File: src/rtl/wb_port_arbiter.sv
// Register-file write-port arbiter: in-order WB has priority, out-of-order
// long-latency results are buffered and force a one-cycle WB stall when starved.
module wb_port_arbiter #(
  parameter int DEPTH      = 2,
  parameter int STARVE_MAX = 4
) (
  input  logic                    clk,
  input  logic                    rst_n,
  input  logic                    ws_reg_wen,
  input  logic [4:0]              ws_rd,
  input  logic [31:0]             ws_reg_wdata,
  output logic                    wb_stall,
  input  logic                    lu_valid,
  input  logic [4:0]              lu_rd,
  input  logic [31:0]             lu_wdata,
  output logic                    lu_ready,
  output logic                    rf_wen,
  output logic [4:0]              rf_waddr,
  output logic [31:0]             rf_wdata,
  output logic [31:0]             pend_rd_mask,
  output logic [$clog2(DEPTH):0]  lu_count
);

  localparam int AW = $clog2(DEPTH);
  localparam int CW = AW + 1;
  localparam int SW = $clog2(STARVE_MAX + 1);
  localparam logic [CW-1:0] FULL = CW'(DEPTH);
  localparam logic [SW-1:0] SMAX = SW'(STARVE_MAX);

  logic [4:0]    rd_q   [DEPTH];
  logic [31:0]   data_q [DEPTH];
  logic [AW-1:0] head;
  logic [AW-1:0] tail;
  logic [CW-1:0] count;
  logic [SW-1:0] starve;

  logic          wb_req;
  logic          has;
  logic          stall;
  logic          ready;
  logic          accept;
  logic          pop;
  logic          push;
  logic          bypass;
  logic [AW-1:0] off;
  logic [31:0]   mask;

  always_comb begin
    wb_req = rst_n && ws_reg_wen && (ws_rd != 5'd0);
    has    = count != '0;
    stall  = rst_n && has && (starve == SMAX);
    ready  = rst_n && (count < FULL);
    accept = lu_valid && ready;
    pop    = stall || (rst_n && has && !wb_req);
    bypass = accept && !has && !wb_req && (lu_rd != 5'd0);
    push   = accept && (lu_rd != 5'd0) && !bypass;
  end

  always_comb begin
    rf_wen   = 1'b0;
    rf_waddr = 5'd0;
    rf_wdata = 32'd0;
    if (pop) begin
      rf_wen   = 1'b1;
      rf_waddr = rd_q[head];
      rf_wdata = data_q[head];
    end else if (wb_req) begin
      rf_wen   = 1'b1;
      rf_waddr = ws_rd;
      rf_wdata = ws_reg_wdata;
    end else if (bypass) begin
      rf_wen   = 1'b1;
      rf_waddr = lu_rd;
      rf_wdata = lu_wdata;
    end
  end

  // Slot i is live when its distance from head is below count.
  always_comb begin
    mask = 32'd0;
    off  = '0;
    for (int i = 0; i < DEPTH; i++) begin
      off = AW'(i) - head;
      if (CW'(off) < count) mask[rd_q[i]] = 1'b1;
    end
    mask[0] = 1'b0;
  end

  assign wb_stall     = stall;
  assign lu_ready     = ready;
  assign pend_rd_mask = rst_n ? mask : 32'd0;
  assign lu_count     = rst_n ? count : '0;

  always_ff @(posedge clk) begin
    if (!rst_n) begin
      head   <= '0;
      tail   <= '0;
      count  <= '0;
      starve <= '0;
    end else begin
      if (push) tail <= tail + 1'b1;
      if (pop)  head <= head + 1'b1;
      if (push && !pop)      count <= count + 1'b1;
      else if (pop && !push) count <= count - 1'b1;
      if (pop || !has)        starve <= '0;
      else if (starve != SMAX) starve <= starve + 1'b1;
    end
  end

  always_ff @(posedge clk) begin
    if (push) begin
      rd_q[tail]   <= lu_rd;
      data_q[tail] <= lu_wdata;
    end
  end

endmodule

File: config.mk
export PLATFORM = sky130hd
export DESIGN_NAME = wb_port_arbiter
export DESIGN_NICKNAME = d
export VERILOG_FILES = /design/src/rtl/wb_port_arbiter.sv
export SDC_FILE = /design/constraint.sdc
export NUM_CORES = 1
export LEC_CHECK = 0
export ABC_CLOCK_PERIOD_IN_PS = 3900
export CAP_MARGIN = 20
export CORE_AREA = 2 2 113 115
export DETAILED_ROUTE_END_ITERATION = 10
export DIE_AREA = 0 0 115 117
export HOLD_SLACK_MARGIN = 0.12
export PLACE_DENSITY = 0.78
export SLEW_MARGIN = 20
export SYNTH_ARGS = -nofsm -noshare
export SYNTH_HDL_FRONTEND = slang
export SYNTH_SLANG_ARGS = --single-unit
File: constraint.sdc
create_clock -name clk -period 3.9 [get_ports clk]
set_input_delay 0.78 -clock clk [delete_from_list [all_inputs] [get_ports clk]]
set_output_delay 0.78 -clock clk [all_outputs]
set_load 0.02 [all_outputs]
Word level (Yosys, flattened, before mapping)
Memories as Yosys holds them, arrays and structs flattened. A register that Yosys moved wholly into a read port is not among the register bits.
Cells that the tools add are included.
{ "classes": {"reduce_logical": 28, "n_eq_ne": 2, "n_bitwise": 2, "n_addsub": 7, "order_cmp": 7, "mux": 25} }
{ "op_table": {"columns": ["cell", "count"], "rows": [
  ["$mux 32", 6],
  ["$or 32x32->32", 1],
  ["$logic_and 1x1->1", 16],
  ["$mux 5", 3],
  ["$lt 5x6->1 const B", 2],
  ["$mux 1", 11],
  ["$demux 1 s5", 2],
  ["$ge 5x1->1 const B", 2],
  ["$reduce_bool 5->1", 2],
  ["$mux 2", 3],
  ["$logic_not 1->1", 5],
  ["$lt 1x2->1", 2],
  ["$reduce_bool 2->1", 2],
  ["$add 3x1->3 const B", 1],
  ["$eq 3x3->1 const B", 1],
  ["$ne 3x3->1 const B", 1],
  ["$add 1x1->1 const B", 2],
  ["$add 2x1->2 const B", 1],
  ["$logic_or 1x1->1", 2],
  ["$lt 2x2->1 const B", 1],
  ["$reduce_or 2->1", 1],
  ["$sub 1x1->1 const A", 2],
  ["$sub 2x1->2 const B", 1],
  ["$not 1->1", 1]
]} }
{ "word_totals": {"ramBits": 74, "word_cells": 77, "regBits": 7, "memories": 2, "inputBits": 78} }
{ "mem_list": {"columns": ["memory", "depth", "width", "read_ports", "rd_clocked_by_memory_dff", "write_ports", "line_no", "rtl"], "rows": [
  ["data_q", 2, 32, 1, 1, 1, "31", "logic [31:0] data_q [DEPTH];"],
  ["rd_q", 2, 5, 3, 1, 1, "30", "logic [4:0] rd_q [DEPTH];"]
]} }

Logic depth before layout (Yosys ltp)
{ "logic_depth": {"ltp_word": 12, "depth_mapped": 9} }

Worst setup path after synthesis
Ideal clock, no wire load.
{ "synth_path": {"path_type": "input-to-reg", "startpoint": "in rst_n", "endpoint": "mem data_q[0][0] (enable)", "required_ns": 3.469, "path_slack_ns": 0.444, "setup_time_ns": 0.431, "arrival_time_ns": 3.025, "path_buffers": 0, "stages": 3, "path_cell_list": "nor2b_1 -> o2111ai_2 -> nor2_1"} }
{ "synth_between": {"elab_chain_len": 9, "elab_cells_between_ends": 13} }
{ "synth_rtl": {"columns": ["item", "line_no", "rtl"], "rows": [
  ["start: declaration", "8", "input logic rst_n,"],
  ["$logic_and 1x1->1 (on tied branches)", "52, 49", null],
  ["$logic_and 1x1->1 (on tied branches)", "53, 49", null],
  ["$logic_and 1x1->1 or $logic_not 1->1 (tied branches)", "55", "bypass = accept && !has && !wb_req && (lu_rd != 5'd0);"],
  ["$logic_and 1x1->1 (2 in series)", "55", null],
  ["$logic_not 1->1", "56", "push = accept && (lu_rd != 5'd0) && !bypass;"],
  ["$logic_and 1x1->1 *", "56", null],
  ["$mux 1 *", "111", "if (push) begin"],
  ["$mux 1 (not written as such) *", "113", "data_q[tail] <= lu_wdata;"],
  ["end: declaration", "31", null]
]} }
Every way passes the cells marked *; elsewhere a longest branch is shown, timed or not.

Worst setup path after layout
{ "layout_path": {"startpoint": "in ws_rd[0]", "endpoint": "out rf_wen"} }
{ "layout_between": {"elab_chain_len": 8, "elab_cells_between_ends": 10} }
{ "layout_rtl": {"columns": ["item", "line_no", "rtl"], "rows": [
  ["start: declaration", "10", "input logic [4:0] ws_rd,"],
  ["$reduce_bool 5->1 *", "49", "wb_req = rst_n && ws_reg_wen && (ws_rd != 5'd0);"],
  ["$logic_and 1x1->1 *", "49", null],
  ["$logic_not 1->1", "54, 55", null],
  ["$logic_and 1x1->1 (2 in series)", "55", null],
  ["$mux 1", "71", "end else if (bypass) begin"],
  ["$mux 1", "67", "end else if (wb_req) begin"],
  ["$mux 1 *", "63", "if (pop) begin"],
  ["end: declaration", "17", "output logic rf_wen,"]
]} }
Marks and branches as above.

==> impl_metrics.csv <==
group,metric,value,unit
critical_path,r2r-start,"starve[0]$_SDFFE_PP0P_",
finish,multi_input_comb_area,2300,um2
routing,firstDrtPassIters,8,
clock_network,cts_sinks,82,
hold_path,holdPathEnd,"head$_SDFFE_PN0N_",
status,run_status,"finished, final reports clean",
routing,antenna_left,0,
finish,fillCellCount,1056,
timing,rsz0062_at_grt,"no",
critical_path,reg2reg_to,"count[1]$_SDFFE_PN0P_",
floorplanning,dieArea,13500,um2
critical_path,crit_fanout,35,
hold_path,min_from,"head$_SDFFE_PN0N_",
finish,stdcell_count,756,
critical_path,crit_type,"in -> out",
clock_network,clk_pin_slew_worst_paths,60,ps
timing,period_minus_slack,3810,ps
timing,final_max_slew_viol_count,0,
logic_synthesis,syn_nets,535,
logic_synthesis,yosys_warnings,0,
critical_path,startpoint_type,"input pin",
finish,drive_gt1_share,16.2,%
pwr,max-vdd-ir-drop,0.300,mV
floorplanning,ios,152,
hold_path,holdPathStages,1,
floorplanning,num_rows,41,
critical_path,critPathLaunch,"ws_rd[0]",
floorplanning,die_x,115,um
timing,max_freq,263,MHz
run,cap_viol_max_count,0,
routing,drc,0,
finish,diodes,0,
clock_network,ctsRootBufferMaster,"clkbuf_16",
logic_synthesis,netlist.area_leader.share,45.9,%
place,gp_congestion,0.896,
critical_path,required,3120,ps
place,dp_hpwl,9720,um
place,portBuffers,150,
clock_network,ctsLongestPathBuffers,2,
logic_synthesis,syn_area,4840,um2
timing,slew_headroom,35.2,%
clock_network,postCtsSetupBuffers,0,
clock_network,htreeDepth,3,
critical_path,reg2reg_depth,10,
routing,vias,4397,
pwr,power.density,469,nW/um2
place,numPlacedInstances,739,
logic_synthesis,ys_types,45,
routing,drt_wl_total,13800,um
logic_synthesis,ys_seq_area_share,49.2,%
critical_path,slowest_stage,"or4_4",
logic_synthesis,synth_edf_count,74,
logic_synthesis,synth_cells,454,
global_route,grt_usage,20.6,%
timing,worst_slew_pin_slew,971,ps
pwr,leakage,0.00242,uW
logic_synthesis,ys_async_sr_fraction,0,%
global_route,grt_first_pass_wirelength,21600,um
clock_network,cts_buffers,9,
logic_synthesis,yosys.area.top_type,"edfxtp_1",
floorplanning,initial_core_util,39.3,%
critical_path,cpMostUsedCell,"clkdlybuf4s50_1",
global_route,antenna_found_initial,0,
critical_path,cp_cell_sequence,"clkdlybuf4s50_1 > or4_4 > o21a_2 > buf_4 > nor2_1 > nand2_1 > clkdlybuf4s50_1",
clock_network,cts_tree,"yes",
pwr,power,3250,uW
logic_synthesis,synth.area.top_cells,"edfxtp_1, mux2_2, a211oi_1, a31oi_1, a22oi_1",
timing,setup_violations,0,
floorplanning,placeableCoreArea,12300,um2
logic_synthesis,synthFlopType,"edfxtp_1",
critical_path,endpoint_kind,"primary output",
global_route,grt_max_degree,38,
routing,routedWlPerCell,18.2,um
finish,seqCellArea,2380,um2
routing,drt-vias-per-instance,5.82,
critical_path,slowest_delay,580,ps
critical_path,arrival,3030,ps
logic_synthesis,syn_area_per_cell,10.7,um2
finish,syn_to_final_growth,43.2,%
hold_path,hp-class,"reg -> reg",
routing,drtIter0Drc,286,
floorplanning,die_y,117,um
finish,nNetsFinal,682,
timing,min_period_over_period,97.6,%
logic_synthesis,synth_seq_cells,82,
clock_network,hold_buffers,0,
timing,skew,3.96,ps
global_route,gr-total-overflow,0,
clock_network,insertion_delay,330,ps
critical_path,r2r_slack,1470,ps
global_route,grt_pass1_vias,4393,
timing,hold_violations,0,
[flip-flops by register name (all words and copies together) (netlist names), named ones only]
signal	count
rd_q	10
count	2
tail	1
head	1
starve	3
data_q	64
[critical path, delay by kind of cell]
| kind | cells | cell delay (ps) |
|---|---|---|
| compound gates | 1 | 230 |
| simple gates | 3 | 780 |
| buf+inv | 3 | 1220 |
[where the power goes]
| part | internal (uW) | leakage, uW | switching, uW |
|---|---|---|---|
| logic | 573 | 0.00153 | 649 |
| registers | 1030 | 0.000735 | 109 |
| clock network | 559 | 0.000153 | 334 |
[layout make-up]
type / instances / share of cell area [%]
inverter: 6 / 0.325
sequential: 82 / 34.4
timing repair buffer: 177 / 24.8
multi-input combinational: 325 / 33.2
clock buffer: 9 / 3.25
clock inverter: 7 / 1.35
tap: 150 / 2.71
[per-stage QoR]
step	hold WS [ps]	area, um2	setup TNS (ps)	utilization (%)	setup slack [ps]
after detailed placement	482	6600	-5570	53.6	-181
after global placement	468	6600	-4320	53.6	-157
after global routing	529	6930	0	56.3	24.1
after CTS	499	6890	0	55.9	43.0
final	499	6930	0	56.3	94.2
after floorplan	446	4840	0	-	444
[per-layer routing]
layer / track usage [%] / vias to the layer above / part of all wire (%)
met5: 0 / - / 0
met4: 8.35 / 0 / 2.1
met3: 3.50 / 22 / 7.0
met2: 36.4 / 215 / 50
met1: 25.1 / 2121 / 41
li1: - / 2039 / -
[what timing repair did]
| item | 4_1_cts | 5_1_grt |
|---|---|---|
| resized for setup | 41 | 8 |
| gates cloned | 0 | 0 |
| endpoints found under the setup margin | 37 | 20 |
| pin swaps | 0 | 0 |
[layout by cell type (no fill, tap or decap), types with 2 or more instances in the layout]
cell type        instances
a211o_1                  2
a211oi_1                26
a211oi_2                10
a22oi_1                 23
a31oi_1                 35
a32oi_1                  2
and2_1                  18
and3_1                   5
and3b_1                  5
buf_12                   5
buf_4                   22
bufinv_16                2
clkbuf_16                9
clkdlybuf4s50_1        113
clkinv_4                 2
dfxtp_1                  7
dlygate4sd2_1           36
edfxtp_1                74
ha_1                     3
inv_1                    5
mux2_2                  32
mux2i_1                 14
nand2_1                 42
nand3_1                 34
nand3b_1                 3
nor2_1                  10
nor2b_1                 24
nor3_1                   4
nor3b_1                  2
nor3b_2                  2
o22ai_1                  8
or3_1                    2
[cell usage after synthesis (4+ instances only)]
cell type	count
nor2b_1	24
buf_2	6
a211oi_1	34
and2_1	19
nand3_1	34
edfxtp_1	74
and3_1	5
a22oi_1	23
a31oi_1	35
inv_1	5
nand2_1	42
mux2_2	32
mux2i_1	14
and3b_1	5
buf_6	4
nor2_1	11
o22ai_1	8
nor3_1	4
dfxtp_1	8
clkbuf_1	25
[worst max path at each step]
stage | end | slack, ps | depth (start not counted)
floorplan | data_q[0][0]$_DFFE_PP_ | 440 | 3
global placement | rf_wdata[15] | -160 | 7
detailed placement | rf_wdata[8] | -180 | 7
CTS | rf_wen | 40 | 7
global route | rf_wen | 20 | 7
finish | rf_wen | 90 | 7
[logic make-up after synthesis]
logic type	synth area share, %
AOI/OAI and AO/OA	17.0
xor gates and xnor gates	0.362
adders and majority gates	0.776
buffers and inverters	4.66
DFF	49.2
muxes	10.3
other	0.0775
and+or+nand+nor	17.5
(Power assumes the default switching activity.)
==> variant (same flow settings) <==
Reset style: asynchronous (`rst_n`), changed in one clocked block.
--- a/src/rtl/wb_port_arbiter.sv
+++ b/src/rtl/wb_port_arbiter.sv
@@ -91,7 +91,7 @@
   assign pend_rd_mask = rst_n ? mask : 32'd0;
   assign lu_count     = rst_n ? count : '0;
 
-  always_ff @(posedge clk) begin
+  always_ff @(posedge clk or negedge rst_n) begin
     if (!rst_n) begin
       head   <= '0;
       tail   <= '0;
Check against the original RTL: same outputs for any inputs over 4 cycles, from zero or initial values and one cycle with rst_n low; that may be too few to reach the edited logic, so the function may still have changed.
==> variant against the original RTL <==
Hold slack lost 0.0028 ns; setup slack gained 0.013 ns; design area grew 4.8%; sequential cell count shrank 1; register-to-register slack gained 0.21 ns; critical path depth is the same; wire length grew 4.7%; synthesized area grew 8.4%; power is essentially flat; critical endpoint is now rf_wdata[31].
==> variant: results <==
group,metric,value,unit
status,status,"finished clean",
finish,sh_seq_area,33.05,%
routing,dr_wl_met3,1.073,mm
sta,skew,0.006260,ns
synthesis,synth_cell_types,44,
finish,clkbuf_count,11,
grt,grt_pass1_wl,22.57,mm
routing,dr_wl_met2,6.996,mm
finish,nMultiInputCombCells,303,
critical_path,crit_fanout,19,
synthesis,synthArstFlopShare,8.642,%
finish,buffer_area_share,24.89,%
grt,grtUsageTotal,21.62,%
power_and_ir_drop,vdd_ir_drop_max,0.0002914,V
place,place.gp.congestion,0.8507,
place,placed_area,0.007012,mm²
worst_hold_path,hold_path.class,"in -> async",
synthesis,synth-edff-count,74,
synthesis,syn_nets,523,
routing,routedWlPerCell,19.50,µm
routing,wl_met1,5.903,mm
grt,antenna_found_initial,0,
grt,met1_usage,26.14,%
finish,final-clk-cell-share,3.844,%
finish,fillers,1061,
cts,clkTransAtPathRegs,0.06,ns
finish,multiInputGateArea,0.002549,mm²
finish,reg_top3,"data_q (64), rd_q (10), starve (3)",
finish,signal_buffers,179,
synthesis,ys_ff_latch,81,
finish,drive_gt1_share,14.60,%
finish,final_nets,665,
routing,drtIter0Drc,303,
place,hpwl,10.20,mm
synthesis,seq_area_frac_synth,45.71,%
grt,grt_use_met3,5.613,%
sta,timing.slew.headroom,44.32,%
power_and_ir_drop,leakagePower,2.574,nW
power_and_ir_drop,powerDensity,447.7,mW/mm²
grt,grt_start_max_net_pins,39,
grt,grt_pass1_vias,4394,
synthesis,synth_commonest_cells,"75 x mux2i_1, 74 x edfxtp_1, 32 x a21oi_1, 32 x nand3_1, 32 x nor2b_1",
finish,inverters,10,
grt,gr-usage-met2,36.16,%
routing,drt_first_pass_iters,5,
routing,highest_layer,"met4",
synthesis,synth_area_leaders,"edfxtp_1 42%, mux2i_1 14%, a41oi_2 9.0%",
critical_path,crit_arrival,3.01,ns
routing,vias,4281,
==> variant: cell count changes in the layout (fill, tap and decap cells not counted), moves of 29 or more <==
cell     before  now
a21oi_1       1   32
a31oi_1      35    0
nand2_1      42    6
mux2i_1      14   75
a41oi_2       0   29
mux2_2       32    0
==> variant: path summary, 6_finish.rpt <==
path / slack (ns) / start / to
max: 0.11 / lu_rd[1] / rf_wdata[31]
min: 0.50 / rst_n / count[1]
max reg2reg: 1.68 / starve[0] / count[1]
min reg2reg: 0.57 / tail / tail
max in group asynchronous: 3.07 / rst_n / starve[1]
min in group clk: 0.57 / tail / tail
==> variant: worst max-delay path, stage by stage <==
cell and delay, ns:
clkdlybuf4s50_1 0.43, or4_1 0.60, or2_2 0.36, buf_12 0.18
a41oi_1 0.22, mux2i_1 0.10, dlygate4sd2_1 0.33
==> variant: power by group <==
group	switching [mW]	internal [mW]
combinational	0.745	0.581
sequential	0.0710	1.05
clock	0.314	0.488
==> variant: what timing repair did <==
item                       4_1_cts  5_1_grt
hold buffers                     0        0
gates resized for setup         38        0
setup buffers                    2        0
setup endpoints to repair       38        0
==> variant: kinds of logic after synthesis <==
logic type | share of synthesized area, %
simple gates | 12.02
flops | 45.71
xor+xnor | 1.002
mux | 14.53
buf+inv | 5.988
other cells | 0.07150
fa+ha+maj | 0.7157
compound gates | 19.97
==> variant: through the flow <==
stage / cells / worst slack [ns] / TNS (ns) / util (%)
floorplan: 442 / 0.1319 / 0 / -
global placement: 719 / -0.1360 / -2.206 / 56.50
detailed placement: 721 / -0.1874 / -3.476 / 56.95
CTS: 739 / 0.08196 / 0 / 58.95
global route: 739 / 0.03788 / 0 / 58.95
finish: 739 / 0.1074 / 0 / 58.95
